--- config.mk ---
export PLATFORM = sky130hd
export DESIGN_NAME = lcd_text_engine
export DESIGN_NICKNAME = d
export VERILOG_FILES = /design/src/rtl/lcd_text_engine.sv
export SDC_FILE = /design/constraint.sdc
export NUM_CORES = 1
export LEC_CHECK = 0
export CORE_MARGIN = 5
export CORE_UTILIZATION = 61
export DETAILED_ROUTE_END_ITERATION = 16
export GPL_TIMING_DRIVEN = 1
export PLACE_DENSITY = 0.86
export SLEW_MARGIN = 30
export SYNTH_ARGS = -nofsm -noshare
export SYNTH_HDL_FRONTEND = slang
export SYNTH_SLANG_ARGS = --single-unit
--- constraint.sdc ---
create_clock -name clk -period 3.97 [get_ports clk]
set_clock_uncertainty 0.1 [all_clocks]
set_input_delay 0.397 -clock clk [delete_from_list [all_inputs] [get_ports clk]]
set_output_delay 0.397 -clock clk [all_outputs]
set_load 0.005 [all_outputs]
--- src/rtl/lcd_text_engine.sv ---
// HD44780 character LCD controller: self-running power-on init, packed multi-character
// or raw command writes, full bus timing and cursor tracking with automatic line wrap.
module lcd_text_engine #(
  parameter int BYTES        = 4,
  parameter int COLS         = 16,
  parameter int ROWS         = 2,
  parameter int SETUP_CYCLES = 2,
  parameter int EN_CYCLES    = 12,
  parameter int CMD_WAIT     = 2000,
  parameter int CLEAR_WAIT   = 82000,
  parameter int INIT_WAIT    = 750000
) (
  input  logic                    clk,
  input  logic                    rst,
  input  logic [8*BYTES-1:0]      data,
  input  logic                    selectCD,
  input  logic                    enableWriting,
  output logic                    LCD_Available,
  output logic [7:0]              LCD_DATA,
  output logic                    LCD_RS,
  output logic                    LCD_RW,
  output logic                    LCD_EN,
  output logic                    LCD_ON,
  output logic                    LCD_BLON,
  output logic [$clog2(COLS)-1:0] cursor_col,
  output logic                    cursor_row
);

  localparam int COL_W   = $clog2(COLS);
  localparam int MAX_A   = (INIT_WAIT > CLEAR_WAIT) ? INIT_WAIT : CLEAR_WAIT;
  localparam int MAX_B   = (CMD_WAIT > EN_CYCLES) ? CMD_WAIT : EN_CYCLES;
  localparam int MAX_C   = (MAX_B > SETUP_CYCLES) ? MAX_B : SETUP_CYCLES;
  localparam int MAX_CNT = (MAX_A > MAX_C) ? MAX_A : MAX_C;
  localparam int CNT_W   = $clog2(MAX_CNT + 1);

  localparam logic [CNT_W-1:0] INIT_LAST  = CNT_W'(INIT_WAIT - 1);
  localparam logic [CNT_W-1:0] SETUP_LAST = CNT_W'(SETUP_CYCLES - 1);
  localparam logic [CNT_W-1:0] EN_LAST    = CNT_W'(EN_CYCLES - 1);
  localparam logic [CNT_W-1:0] CMD_LAST   = CNT_W'(CMD_WAIT - 1);
  localparam logic [CNT_W-1:0] CLEAR_LAST = CNT_W'(CLEAR_WAIT - 1);
  localparam logic [COL_W:0]   COL_END    = (COL_W + 1)'(COLS);

  localparam logic [2:0] S_POWER_WAIT = 3'd0;
  localparam logic [2:0] S_INIT       = 3'd1;
  localparam logic [2:0] S_IDLE       = 3'd2;
  localparam logic [2:0] S_LOAD       = 3'd3;
  localparam logic [2:0] S_SETUP      = 3'd4;
  localparam logic [2:0] S_PULSE      = 3'd5;
  localparam logic [2:0] S_HOLD       = 3'd6;
  localparam logic [2:0] S_WRAP       = 3'd7;

  // What the byte currently on the bus is, so HOLD knows what follows it.
  localparam logic [1:0] K_INIT = 2'd0;
  localparam logic [1:0] K_CHAR = 2'd1;
  localparam logic [1:0] K_CMD  = 2'd2;
  localparam logic [1:0] K_WRAP = 2'd3;

  logic [2:0]         state_q, state_d;
  logic [CNT_W-1:0]   cnt_q, cnt_d;
  logic [8*BYTES-1:0] word_q, word_d;
  logic               cmd_mode_q, cmd_mode_d;
  logic [1:0]         kind_q, kind_d;
  logic [2:0]         idx_q, idx_d;
  logic [7:0]         bus_q, bus_d;
  logic               rs_q, rs_d;
  logic               en_q, en_d;
  logic               avail_q, avail_d;
  logic [COL_W-1:0]   col_q, col_d;
  logic               row_q, row_d;

  logic               nz_found;
  logic [7:0]         nz_byte;
  logic [8*BYTES-1:0] nz_rest;
  logic               take_next;
  logic               clear_cmd;
  logic               col_wraps;
  logic               wrap_to_row1;
  logic [CNT_W-1:0]   hold_last;

  function automatic logic [7:0] init_cmd(input logic [2:0] idx);
    case (idx)
      3'd0:    return 8'h38;
      3'd1:    return 8'h0C;
      3'd2:    return 8'h01;
      3'd3:    return 8'h06;
      default: return 8'h80;
    endcase
  endfunction

  // Consumed bytes are zeroed in word_q, so the first non-zero byte from the MSB is always
  // the next character to send; zero padding is skipped for free.
  always_comb begin
    nz_found = 1'b0;
    nz_byte  = 8'h00;
    nz_rest  = word_q;
    for (int i = BYTES - 1; i >= 0; i--) begin
      if (!nz_found && word_q[8*i +: 8] != 8'h00) begin
        nz_found           = 1'b1;
        nz_byte            = word_q[8*i +: 8];
        nz_rest[8*i +: 8]  = 8'h00;
      end
    end
  end

  assign clear_cmd    = !rs_q && (bus_q == 8'h01 || bus_q == 8'h02);
  assign hold_last    = clear_cmd ? CLEAR_LAST : CMD_LAST;
  assign col_wraps    = ({1'b0, col_q} + 1'b1) == COL_END;
  assign wrap_to_row1 = (ROWS > 1) && !row_q;

  // NOTE: every _d gets its hold value first, so no path through the case infers a latch.
  always_comb begin
    state_d    = state_q;
    cnt_d      = cnt_q;
    word_d     = word_q;
    cmd_mode_d = cmd_mode_q;
    kind_d     = kind_q;
    idx_d      = idx_q;
    bus_d      = bus_q;
    rs_d       = rs_q;
    en_d       = en_q;
    avail_d    = avail_q;
    col_d      = col_q;
    row_d      = row_q;
    take_next  = 1'b0;

    case (state_q)
      S_POWER_WAIT: begin
        if (cnt_q == INIT_LAST) begin
          cnt_d   = '0;
          idx_d   = 3'd0;
          bus_d   = init_cmd(3'd0);
          rs_d    = 1'b0;
          kind_d  = K_INIT;
          state_d = S_INIT;
        end else begin
          cnt_d = cnt_q + 1'b1;
        end
      end
      S_INIT, S_SETUP, S_WRAP: begin
        if (cnt_q == SETUP_LAST) begin
          cnt_d   = '0;
          en_d    = 1'b1;
          state_d = S_PULSE;
        end else begin
          cnt_d = cnt_q + 1'b1;
        end
      end
      S_PULSE: begin
        if (cnt_q == EN_LAST) begin
          cnt_d   = '0;
          en_d    = 1'b0;
          state_d = S_HOLD;
        end else begin
          cnt_d = cnt_q + 1'b1;
        end
      end
      S_HOLD: begin
        if (cnt_q != hold_last) begin
          cnt_d = cnt_q + 1'b1;
        end else begin
          cnt_d = '0;
          case (kind_q)
            K_INIT: begin
              if (idx_q == 3'd4) begin
                state_d = S_IDLE;
                avail_d = 1'b1;
              end else begin
                idx_d   = idx_q + 3'd1;
                bus_d   = init_cmd(idx_q + 3'd1);
                state_d = S_INIT;
              end
            end
            K_CMD: begin
              if (clear_cmd) begin
                col_d = '0;
                row_d = 1'b0;
              end else if (bus_q[7]) begin
                row_d = (ROWS > 1) ? bus_q[6] : 1'b0;
                col_d = COL_W'(bus_q[5:0]);
              end
              state_d = S_IDLE;
              avail_d = 1'b1;
            end
            K_CHAR: begin
              if (col_wraps) begin
                col_d   = '0;
                row_d   = wrap_to_row1;
                bus_d   = wrap_to_row1 ? 8'hC0 : 8'h80;
                rs_d    = 1'b0;
                kind_d  = K_WRAP;
                state_d = S_WRAP;
              end else begin
                col_d     = col_q + 1'b1;
                take_next = 1'b1;
              end
            end
            default: take_next = 1'b1;
          endcase
        end
      end
      S_IDLE: begin
        if (enableWriting) begin
          word_d     = data;
          cmd_mode_d = !selectCD;
          avail_d    = 1'b0;
          state_d    = S_LOAD;
        end
      end
      S_LOAD: begin
        if (cmd_mode_q) begin
          bus_d   = word_q[7:0];
          rs_d    = 1'b0;
          kind_d  = K_CMD;
          state_d = S_SETUP;
        end else begin
          take_next = 1'b1;
        end
      end
      default: state_d = S_POWER_WAIT;
    endcase

    // Shared by LOAD and the end of each character/wrap transfer.
    if (take_next) begin
      if (nz_found) begin
        bus_d   = nz_byte;
        rs_d    = 1'b1;
        word_d  = nz_rest;
        kind_d  = K_CHAR;
        state_d = S_SETUP;
      end else begin
        state_d = S_IDLE;
        avail_d = 1'b1;
      end
    end
  end

  // NOTE: state uses non-blocking assignments so every register samples pre-edge values.
  always_ff @(posedge clk or negedge rst) begin
    if (!rst) begin
      state_q    <= S_POWER_WAIT;
      cnt_q      <= '0;
      word_q     <= '0;
      cmd_mode_q <= 1'b0;
      kind_q     <= K_INIT;
      idx_q      <= 3'd0;
      bus_q      <= 8'h00;
      rs_q       <= 1'b0;
      en_q       <= 1'b0;
      avail_q    <= 1'b0;
      col_q      <= '0;
      row_q      <= 1'b0;
    end else begin
      state_q    <= state_d;
      cnt_q      <= cnt_d;
      word_q     <= word_d;
      cmd_mode_q <= cmd_mode_d;
      kind_q     <= kind_d;
      idx_q      <= idx_d;
      bus_q      <= bus_d;
      rs_q       <= rs_d;
      en_q       <= en_d;
      avail_q    <= avail_d;
      col_q      <= col_d;
      row_q      <= row_d;
    end
  end

  assign LCD_Available = avail_q;
  assign LCD_DATA      = bus_q;
  assign LCD_RS        = rs_q;
  assign LCD_EN        = en_q;
  assign LCD_RW        = 1'b0;
  assign LCD_ON        = 1'b1;
  assign LCD_BLON      = 1'b1;
  assign cursor_col    = col_q;
  assign cursor_row    = row_q;

endmodule

Word level (Yosys, flattened, before mapping):

Cells that the tools add are included.

* $add $sub $neg: 4
* eq/ne operators: 40
* muxes and demuxes: 89
* bitwise gates (word level): 1
* reductions and logical operators: 30

Operator list (number)
* two-way mux 32 bit: 4
* two-way mux 8 bit: 15
* two-way mux 20 bit: 4
* case mux 20 bit (4 select lines): 1
* two-way mux 3 bit: 13
* case mux 8 bit (4 select lines): 1
* nonzero test 8 bit: 4
* two-way mux 1 bit: 24
* case mux 8 bit (3 select lines): 1
* != test 3 bit, second input constant: 7
* adder 20 x 1 -> 20 bit, second input constant: 1
* == test 20 x 1 -> 1 bit, second input constant: 1
* == test 20 bit, second input constant: 1
* == test 20 x 4 -> 1 bit, second input constant: 1
* != test 20 x 17 -> 1 bit: 1
* case mux 3 bit (6 select lines): 1
* two-way mux 17 bit: 1
* two-way mux 2 bit: 8
* case mux 8 bit (2 select lines): 1
* == test 3 bit, second input constant: 5
* == test 3 x 2 -> 1 bit, second input constant: 4
* two-way mux 4 bit: 3
* != test 2 bit, second input constant: 6
* != test 3 x 2 -> 1 bit, second input constant: 4
* other kinds (34): 52

* register bits: 77
* input bits: 36
* output and inout bits: 19
* logic and storage cells: 179

Logic depth before layout (Yosys ltp):

* word-level depth: 13
* mapped depth: 9
* depth with buffers taken out: 8

Least setup slack after synthesis:

Ideal clock, no wire load.

* kind: reg2reg
* start: register cnt_q[4]
* end: register bus_q[2] (netlist: LCD_DATA[2])
* setup time: 0.136 ns
* arrival: 2.415 ns
* data required time: 3.734 ns
* path slack: 1.319 ns
* stages on the path, launching flop included: 7
* path buffers: 1
* period minus slack after synthesis: 2.651 ns
* cell sequence: dfrtp_1 or4_4 or4_4 buf_6 or3_4 o311ai_2 a22oi_1

* cells in the longest elaborated chain, start to end: 5
* elaborated cells between the ends (all ways): 9
* classes of those cells: eq/ne: 2; mux: 7

RTL lines
* start: declaration: RTL line 59 `logic [CNT_W-1:0] cnt_q, cnt_d;`
* start signal: assignment: RTL line 254 `cnt_q <= cnt_d;`
* != test 20 x 17 -> 1 bit / == test 20 bit (equally long branches): RTL line 158, 128
* two-way mux 8 bit (on tied branches): RTL line 158, 128
* case mux 8 bit (3 select lines): RTL line 126 `case (state_q)`
* two-way mux 8 bit: RTL line 224 `if (nz_found) begin`
* two-way mux 8 bit (*): RTL line 223 `if (take_next) begin`
* net bus_d[2]: RTL line 64 `logic [7:0] bus_q, bus_d;`
* end signal: assignment: RTL line 259 `bus_q <= bus_d;`
* end: declaration: RTL line 64

Mark *: on every way through the listed nets, which the timed path passes. The rest lies on a longest branch.
A chain may end at the register's enable or synchronous reset.

Worst setup path after layout:

* start: register cnt_q[4]
* end: register bus_q[5] (netlist: LCD_DATA[5])

Same word-level chain as after synthesis.

==> flow_summary.json <==
{
  "drt_iter0_drc": 424,
  "slowest_delay_ns": 0.67,
  "synth_flop_cell": "dfrtp_1",
  "power.leakage_nw": 2.28,
  "slew_headroom_pct": 49.9,
  "hold_start": "word_q[23]",
  "endpoint_kind": "flip-flop",
  "clk_pin_slew_ns": 0.09,
  "cts_tree": "done",
  "place_congestion": 0.932,
  "ctsLongestPathBuffers": 2,
  "rsz0062_at_grt": "no",
  "numCtsBuffers": 9,
  "dr_total_vias": 4572,
  "tns_ns": 0,
  "criticalPathCategory": "reg2reg",
  "placed_cells": 662,
  "root_buffer": "clkbuf_8",
  "worst_pin_slew_ns": 0.731,
  "worstReg2RegStart": "cnt_q[4]",
  "p_comb_share_pct": 39.3,
  "multiInputGateArea_um2": 2750,
  "max-vdd-ir-drop_uv": 377,
  "diodes": 0,
  "core_area_um2": 7730,
  "clock_sinks": 77,
  "pre_cts_ws_ns": 0.842,
  "pwr-share-clk_pct": 20.1,
  "firstDrtPassIters": 5,
  "worstHoldPathCells": 1,
  "clock.fmax_ghz": 0.314,
  "yosysUniqueCellTypes": 70,
  "hold_violations": 0,
  "seq_area_um2": 1930,
  "io_buffers": 51,
  "p_per_area_nw_per_um2": 588,
  "wl_per_cell_um": 20.0,
  "crit_start": "cnt_q[4]",
  "hold_class": "reg2reg",
  "critPathMostFrequentCell": "or4_4",
  "cp_data_required_time_ns": 4.11,
  "postRouteAntennaNets": 0,
  "die_x_um": 99.2,
  "start_util_pct": 62.8,
  "num_io_pins": 55,
  "synth.cell_area_um2": 4850,
  "clock_latency_ns": 0.37,
  "drc": 0,
  "ctsResizeCount": 0,
  "worstPathArrival_ns": 3.32,
  "layout_common_cells": "dfrtp_1, clkdlybuf4s50_1, nand2_1, nor2_1, a21oi_1",
  "drv_cap": 0,
  "grt_antenna_before_repair": 0,
  "worstRegToRegCells": 6,
  "p_sw_w": 0.00134,
  "whs_ns": 0.438,
  "p_seq_share_pct": 40.6,
  "slew_viol_final": 0,
  "rows": 32,
  "place_hpwl_um": 9820,
  "cpMaxStageDelayCell": "or4_4",
  "drive_above_1_share_pct": 6.59,
  "first_global_vias": 4359,
  "cp_max_fo": 24,
  "syn2layout_area_growth_pct": 15.6,
  "overflow": 0,
  "netSwitchingFraction_pct": 40.6,
  "setup_violations": 0,
  "grt_pass1_wl_um": 22300,
  "post-cts-setup-buffers": 0,
  "htreeDepth": 3,
  "avgSynthCellArea_um2": 9.06,
  "final_common_cell": "dfrtp_1",
  "fin_crit_sh_pct": 80.2,
  "hold_end": "word_q[23]",
  "ys_ff_latch": 77,
  "num-nets-final": 620,
  "intPower_w": 0.00196,
  "synthArstFlopShare_pct": 100,
  "cts_hold_buf": 0,
  "die-area_um2": 9830,
  "seq_area_frac_synth_pct": 39.7,
  "routed_via_density": 6.73,
  "fillers": 574,
  "final_cells": 679,
  "worst_slack_ns": 0.785,
  "synth_edf_count": 0,
  "worstReg2RegEnd": "LCD_DATA[5]",
  "ff2ff_setup_slack_ns": 0.78,
  "track_usage_pct": 28.4,
  "yosysWarnings": 0,
  "grt_max_degree": 78,
  "cp-start-kind": "flip-flop",
  "totalWireLength_um": 13600,
  "status": "completed",
  "period_needed_ns": 3.19,
  "utilization_pct": 72.6,
  "fp.dieH_um": 99.2,
  "synthCells": 535,
  "cp_cell_sequence": "or4_4 > or4_4 > a211oi_1 > a21o_2 > nor3b_1 > a31oi_1"
}
stage by stage:
step           power, W  instance area, um2
2_1_floorplan   0.00216                4850
3_3_place_gp    0.00256                5370
3_5_place_dp    0.00260                5370
4_1_cts         0.00327                5590
5_1_grt         0.00349                5610
6_report        0.00329                5610
synthesized netlist by cell type, types with 9 or more instances:
master,instances,area share [%]
a21oi_1,35,3.6
nor2_1,47,3.6
clkbuf_1,21,1.6
nor4_1,15,1.9
nand3_1,20,2.1
xnor2_1,9,1.6
o21ai_0,23,2.4
dfrtp_1,77,40
ha_1,12,3.1
nand2_1,47,3.6
xor2_1,11,2.0
nand4_1,9,1.2
a22o_1,25,4.5
nor3_1,13,1.3
inv_1,13,1.0
worst max-delay path: cells and delay by family (launching register included):
family	cells	cell delay, ns
DFF	1	0.45
and+or+nand+nor	3	1.72
AOI/OAI and AO/OA	3	0.78
power groups by stage:
stage          Clock (W)  Combinational [W]  Sequential [W]
6_report        0.000663            0.00129         0.00134
5_1_grt         0.000708            0.00141         0.00137
3_5_place_dp           0            0.00126         0.00134
3_3_place_gp           0            0.00123         0.00133
4_1_cts         0.000672            0.00127         0.00132
2_1_floorplan          0           0.000955         0.00120
cells by family (layout without fill, tap and decap cells):
kind of cell             after synthesis  after routing  synth area share [%]
XOR/XNOR                              20             20                  3.61
flip-flops                            77             77                  39.7
AO/OA/AOI/OAI                        158            158                  23.3
buffers and inverters                 42             83                  3.84
adder cells (fa/ha/maj)               12             12                  3.10
multiplexers                          10             10                  2.12
other                                  2              3                 0.155
AND/OR/NAND/NOR                      214            214                  24.2
registers in the layout (all words and copies together) (netlist names), 2 cells and up:
| register | count |
|---|---|
| state_q | 3 |
| cursor_col | 4 |
| LCD_DATA | 8 |
| word_q | 32 |
| idx_q | 3 |
| cnt_q | 20 |
| kind_q | 2 |
area by class of cell:
class	count	share of cell area [%]
Multi-Input combinational cell	417	49.1
Timing Repair Buffer	54	9.57
Inverter	13	0.870
Sequential cell	77	34.4
Tap cell	102	2.28
Clock buffer	11	2.34
Clock inverter	5	1.50
worst max-delay path by stage:
stage / slack [ns] / cells past startpoint / to
2_1_floorplan: 1.32 / 6 / LCD_DATA[2]
3_3_place_gp: 0.88 / 6 / LCD_DATA[5]
3_5_place_dp: 0.84 / 6 / LCD_DATA[5]
4_1_cts: 0.82 / 6 / LCD_DATA[5]
5_1_grt: 0.61 / 6 / LCD_DATA[5]
6_report: 0.78 / 6 / LCD_DATA[5]
metal layers:
metal / part of all wire (%) / vias up / track usage (%)
met2: 48 / 230 / 45.6
met1: 41 / 2224 / 38.4
li1: - / 2089 / -
met4: 2.2 / 0 / 9.56
met3: 8.7 / 29 / 5.82
met5: 0 / - / 0
Power figures use the tool's default switching activity.
==> RTL change 1, RTL diff (same settings) <==
Put one more register stage on the output `LCD_DATA`, without a reset. The value now appears one clock later. The other outputs are not delayed to match.
--- a/src/rtl/lcd_text_engine.sv
+++ b/src/rtl/lcd_text_engine.sv
@@ -267,5 +267,7 @@
 
   assign LCD_Available = avail_q;
-  assign LCD_DATA      = bus_q;
+  always_ff @(posedge clk) begin
+    LCD_DATA <= bus_q;
+  end
   assign LCD_RS        = rs_q;
   assign LCD_EN        = en_q;
Formal check against the unedited RTL: same outputs for any inputs over 10 cycles, from zero or initial values and one cycle with rst low; that may be too few to reach the edited logic, so the function may still have changed.
==> RTL change 1 against the unedited design <==
The run now ends with hold timing left. Cell area up 0.45%. Critical path type unchanged. Routed wire length is 6.2% lower. Via count shrank 0.46%. Synthesized area increased by 2.1%. Non-clock buffer count did not move. Critical path depth is 1 higher. First-iteration DRC count fell by 13%. Largest cell class unchanged. Worst setup slack improved by 0.15 ns. Sequential cell count rose by 8. Sequential share of layout area grew 2.7 points. Synthesized cell count increased by 1.9%.
Power is not compared: it rests on default switching activity, and its combinational part moved more than twofold at a synthesized area within 25%.
==> RTL change 1: results <==
set metrics [dict create \
    drt_first_iter_violations 368 \
    synth_commonest_cells "dfrtp_1 (77), nand2_1 (61), a21oi_1 (51)" \
    status "complete, but fails checks" \
    dp_hpwl_um 9197 \
    violations "hold timing" \
    timing.hold.ws_ns -0.08071 \
    r2r-end "cursor_col[0]" \
    gp_congestion 1.016 \
    cts_buffers 9 \
    yosysSeqAreaShare_pct 42.15 \
    worstHoldPathType "in -> async" \
    diodes 0 \
    synth_cell_type_count 80 \
    dpl_cell_area_um2 5420 \
    synth_area_leaders "dfrtp_1 (39%), a22o_1 (5.5%), a21oi_1 (5.2%), nand2_1 (4.6%), dfxtp_1 (3.2%)" \
    reg_top3 "word_q: 32 flops, cnt_q: 20 flops" \
    nFillCells 586 \
    ys_warn_count 0 \
    grt_pass1_wl_um 21010 \
    crit_family "simple AND/OR/NAND/NOR gates" \
    viasPerCell 6.663 \
    first_global_vias 4254 \
    max_stage_delay_ns 0.67 \
    maxSlewHeadroom_pct 52.59 \
    cpMaxStageDelayCell "dfrtp_1" \
    final_layout_size_suffix_gt1_share_pct 7.057 \
    drt_wl_total_um 12730 \
    reg2reg_from "state_q[1]" \
    path_max_fanout 17 \
    rrSetupSlack_ns 0.94 \
    nets 624 \
    cp.arrival_ns 3.19 \
    grt_usage_pct 26.10 \
    clk_pin_slew_ns 0.10 \
    ir_worst_vdd_v 0.0002127 \
    rr_worst_depth 7 \
    grt_max_degree 78 \
    hold_violations 53 \
    async_flop_share_pct 90.59 \
]
RTL change 1: cell count changes in the layout (fill, tap and decap cells not counted), sizes merged, moves of 4 or more:
| cell | change |
|---|---|
| a31oi | +16 |
| a22o | +6 |
| or3 | +4 |
| xor2 | -8 |
| a21oi | +18 |
| o22a | +4 |
| dfxtp | +8 |
| nor2 | -6 |
| o21a | -6 |
| nand2 | +15 |
| xnor2 | -4 |
| nor4 | -13 |
| clkinv | +4 |
RTL change 1: cell families after synthesis:
kind of cell    Yosys count  share of synthesized area [%]
xor+xnor                  8                          1.415
other cells               2                         0.1517
fa+ha+maj                12                          3.033
simple gates            203                          21.81
compound gates          177                          24.64
flops                    85                          42.15
buf+inv                  50                          5.029
mux                       8                          1.769
RTL change 1: metrics by stage:
stage	util, %	setup slack, ns	total power (W)	hold slack [ns]	cells
finish	72.13	0.9358	0.001564	-0.08071	683
detailed placement	69.42	1.017	0.0009330	0.3188	667
CTS	72.08	1.007	0.001565	0.1197	683
global route	72.13	0.7349	0.001618	0.006641	683
floorplan	-	1.631	0.0008846	0.001409	546
global placement	69.42	1.175	0.0009320	0.2978	667
RTL change 1: how the worst max path moves through the flow:
stage | start | endpoint | slack [ns] | cells after the start
after global routing | state_q[1] | cursor_col[0] | 0.73 | 7
after floorplan | cnt_q[0] | state_q[1] | 1.63 | 8
after detailed placement | state_q[1] | cursor_col[0] | 1.02 | 7
after CTS | state_q[1] | cursor_col[0] | 1.01 | 7
after global placement | kind_q[1] | bus_q[1] | 1.18 | 9
final | state_q[1] | cursor_col[0] | 0.94 | 7
RTL change 1: area by class of cell:
cell class | instances | area [um^2] | area share (%)
clock buffers | 9 | 123.9 | 2.200
clock inverters | 7 | 83.83 | 1.489
inverters | 15 | 56.30 | 0.9998
multi-input cells | 411 | 2619 | 46.50
flip-flops and latches | 85 | 2087 | 37.06
well taps | 102 | 127.6 | 2.266
repair buffers | 54 | 534.3 | 9.487
RTL change 1: report_power, final:
part / total [W] / leakage (nW) / switching (W) / internal (W)
Combinational: 0.0000512 / 1.21 / 0.0000209 / 0.0000303
Sequential: 0.000864 / 1.12 / 0 / 0.000864
Clock: 0.000649 / 0.107 / 0.000347 / 0.000302
RTL change 1: worst reg2reg max path, cell delays in order, from the launching register on:
cell	delay (ns)
dfrtp_1	0.67
inv_1	0.25
nor2_1	0.29
nand2_1	0.28
nor3_2	0.40
nand3_1	0.40
or3_1	0.45
o311ai_1	0.10
RTL change 1: per-layer routing:
layer	vias to the layer above	global-route usage (%)	routed length (um)
met3	50	6.254	1083
met4	0	10.05	443
met1	2171	35.86	5316
li1	2094	-	-
met2	236	40.23	5885
met5	-	0	0
==> RTL change 2, RTL diff (same settings) <==
Without the edit above. `CMD_WAIT`: 2000 -> 1000.
--- a/src/rtl/lcd_text_engine.sv
+++ b/src/rtl/lcd_text_engine.sv
@@ -7,5 +7,5 @@
   parameter int SETUP_CYCLES = 2,
   parameter int EN_CYCLES    = 12,
-  parameter int CMD_WAIT     = 2000,
+  parameter int CMD_WAIT     = 1000,
   parameter int CLEAR_WAIT   = 82000,
   parameter int INIT_WAIT    = 750000
Formal check against the unedited RTL: same outputs for any inputs over 10 cycles, from zero or initial values and one cycle with rst low; that may be too few to reach the edited logic, so the function may still have changed.
==> RTL change 2 against the unedited design <==
The run now ends with hold timing left. Routed wire length shrank 6.4%. Sequential cell count is the same. First-iteration DRC count shrank 4.0%. Cell area shrank 2.3%. Critical endpoint is now word_q[2]. Worst setup slack lost 0.15 ns. Die area shrank 2.0%. Worst hold slack lost 0.51 ns. Maximum frequency shrank 4.4%. Synthesized area shrank 2.2%. Sequential power grew 4%. Largest power group is now combinational logic. Power grew 6.9%.
==> RTL change 2: results <==
set metrics [dict create \
    wl_met1_um 5392 \
    drt_first_iter_violations 407 \
    yosysSeqAreaShare_pct 40.64 \
    path_max_fanout 28 \
    grt.met1_usage_pct 36.56 \
    inverters_excl_clock 17 \
    power_clock_w 0.000672 \
    synth_compound_area_share_pct 26.02 \
    reg2reg_from "kind_q[1]" \
    cp-endpoint "word_q[2]" \
    use_met3_pct 6.143 \
    met2_length_um 5957 \
    hold_violations 33 \
    nFillCells 585 \
    clock_buffers 10 \
    cpMaxStageDelayCell "a21oi_4" \
    final_layout_size_suffix_gt1_share_pct 6.336 \
    synth_xor_area_share_pct 1.293 \
    cp.arrival_ns 3.48 \
    status "complete, but fails checks" \
    timing.hold.ws_ns -0.07325 \
    synth_commonest_cells "dfrtp_1 (77), nand2_1 (63), a21oi_1 (47)" \
    static-leakage-power_nw 2.336 \
    violations "hold timing" \
    grt_usage_pct 26.80 \
    dp_hpwl_um 8943 \
    nMultiInputCombCells 420 \
    clkCellAreaFrac_pct 4.066 \
    fmax_ghz 0.3002 \
    dr_total_vias 4510 \
]
## RTL change 2: cell types whose count changed in the layout (fill, tap and decap cells not counted), sizes merged, moves of 6 or more
| cell | unedited run | this run |
|---|---|---|
| o21ai | 24 | 33 |
| xnor2 | 9 | 3 |
| nand3 | 20 | 14 |
| a21oi | 35 | 50 |
| a31oi | 8 | 18 |
| nand2 | 47 | 63 |
| or2 | 3 | 9 |
| xor2 | 11 | 4 |
| nor2 | 47 | 37 |
## RTL change 2: stage by stage
| stage | hold slack [ns] | setup WS [ns] | instances | utilization, % | area [um^2] |
|---|---|---|---|---|---|
| after floorplan | 0.001409 | 1.332 | 548 | - | 4745 |
| after global placement | 0.4017 | 0.8649 | 670 | 68.67 | 5251 |
| after detailed placement | 0.4041 | 0.7536 | 670 | 68.67 | 5251 |
| after CTS | 0.1215 | 0.7041 | 686 | 71.58 | 5474 |
| after global routing | 0.01135 | 0.4308 | 686 | 71.63 | 5478 |
| final | -0.07325 | 0.6391 | 686 | 71.63 | 5478 |
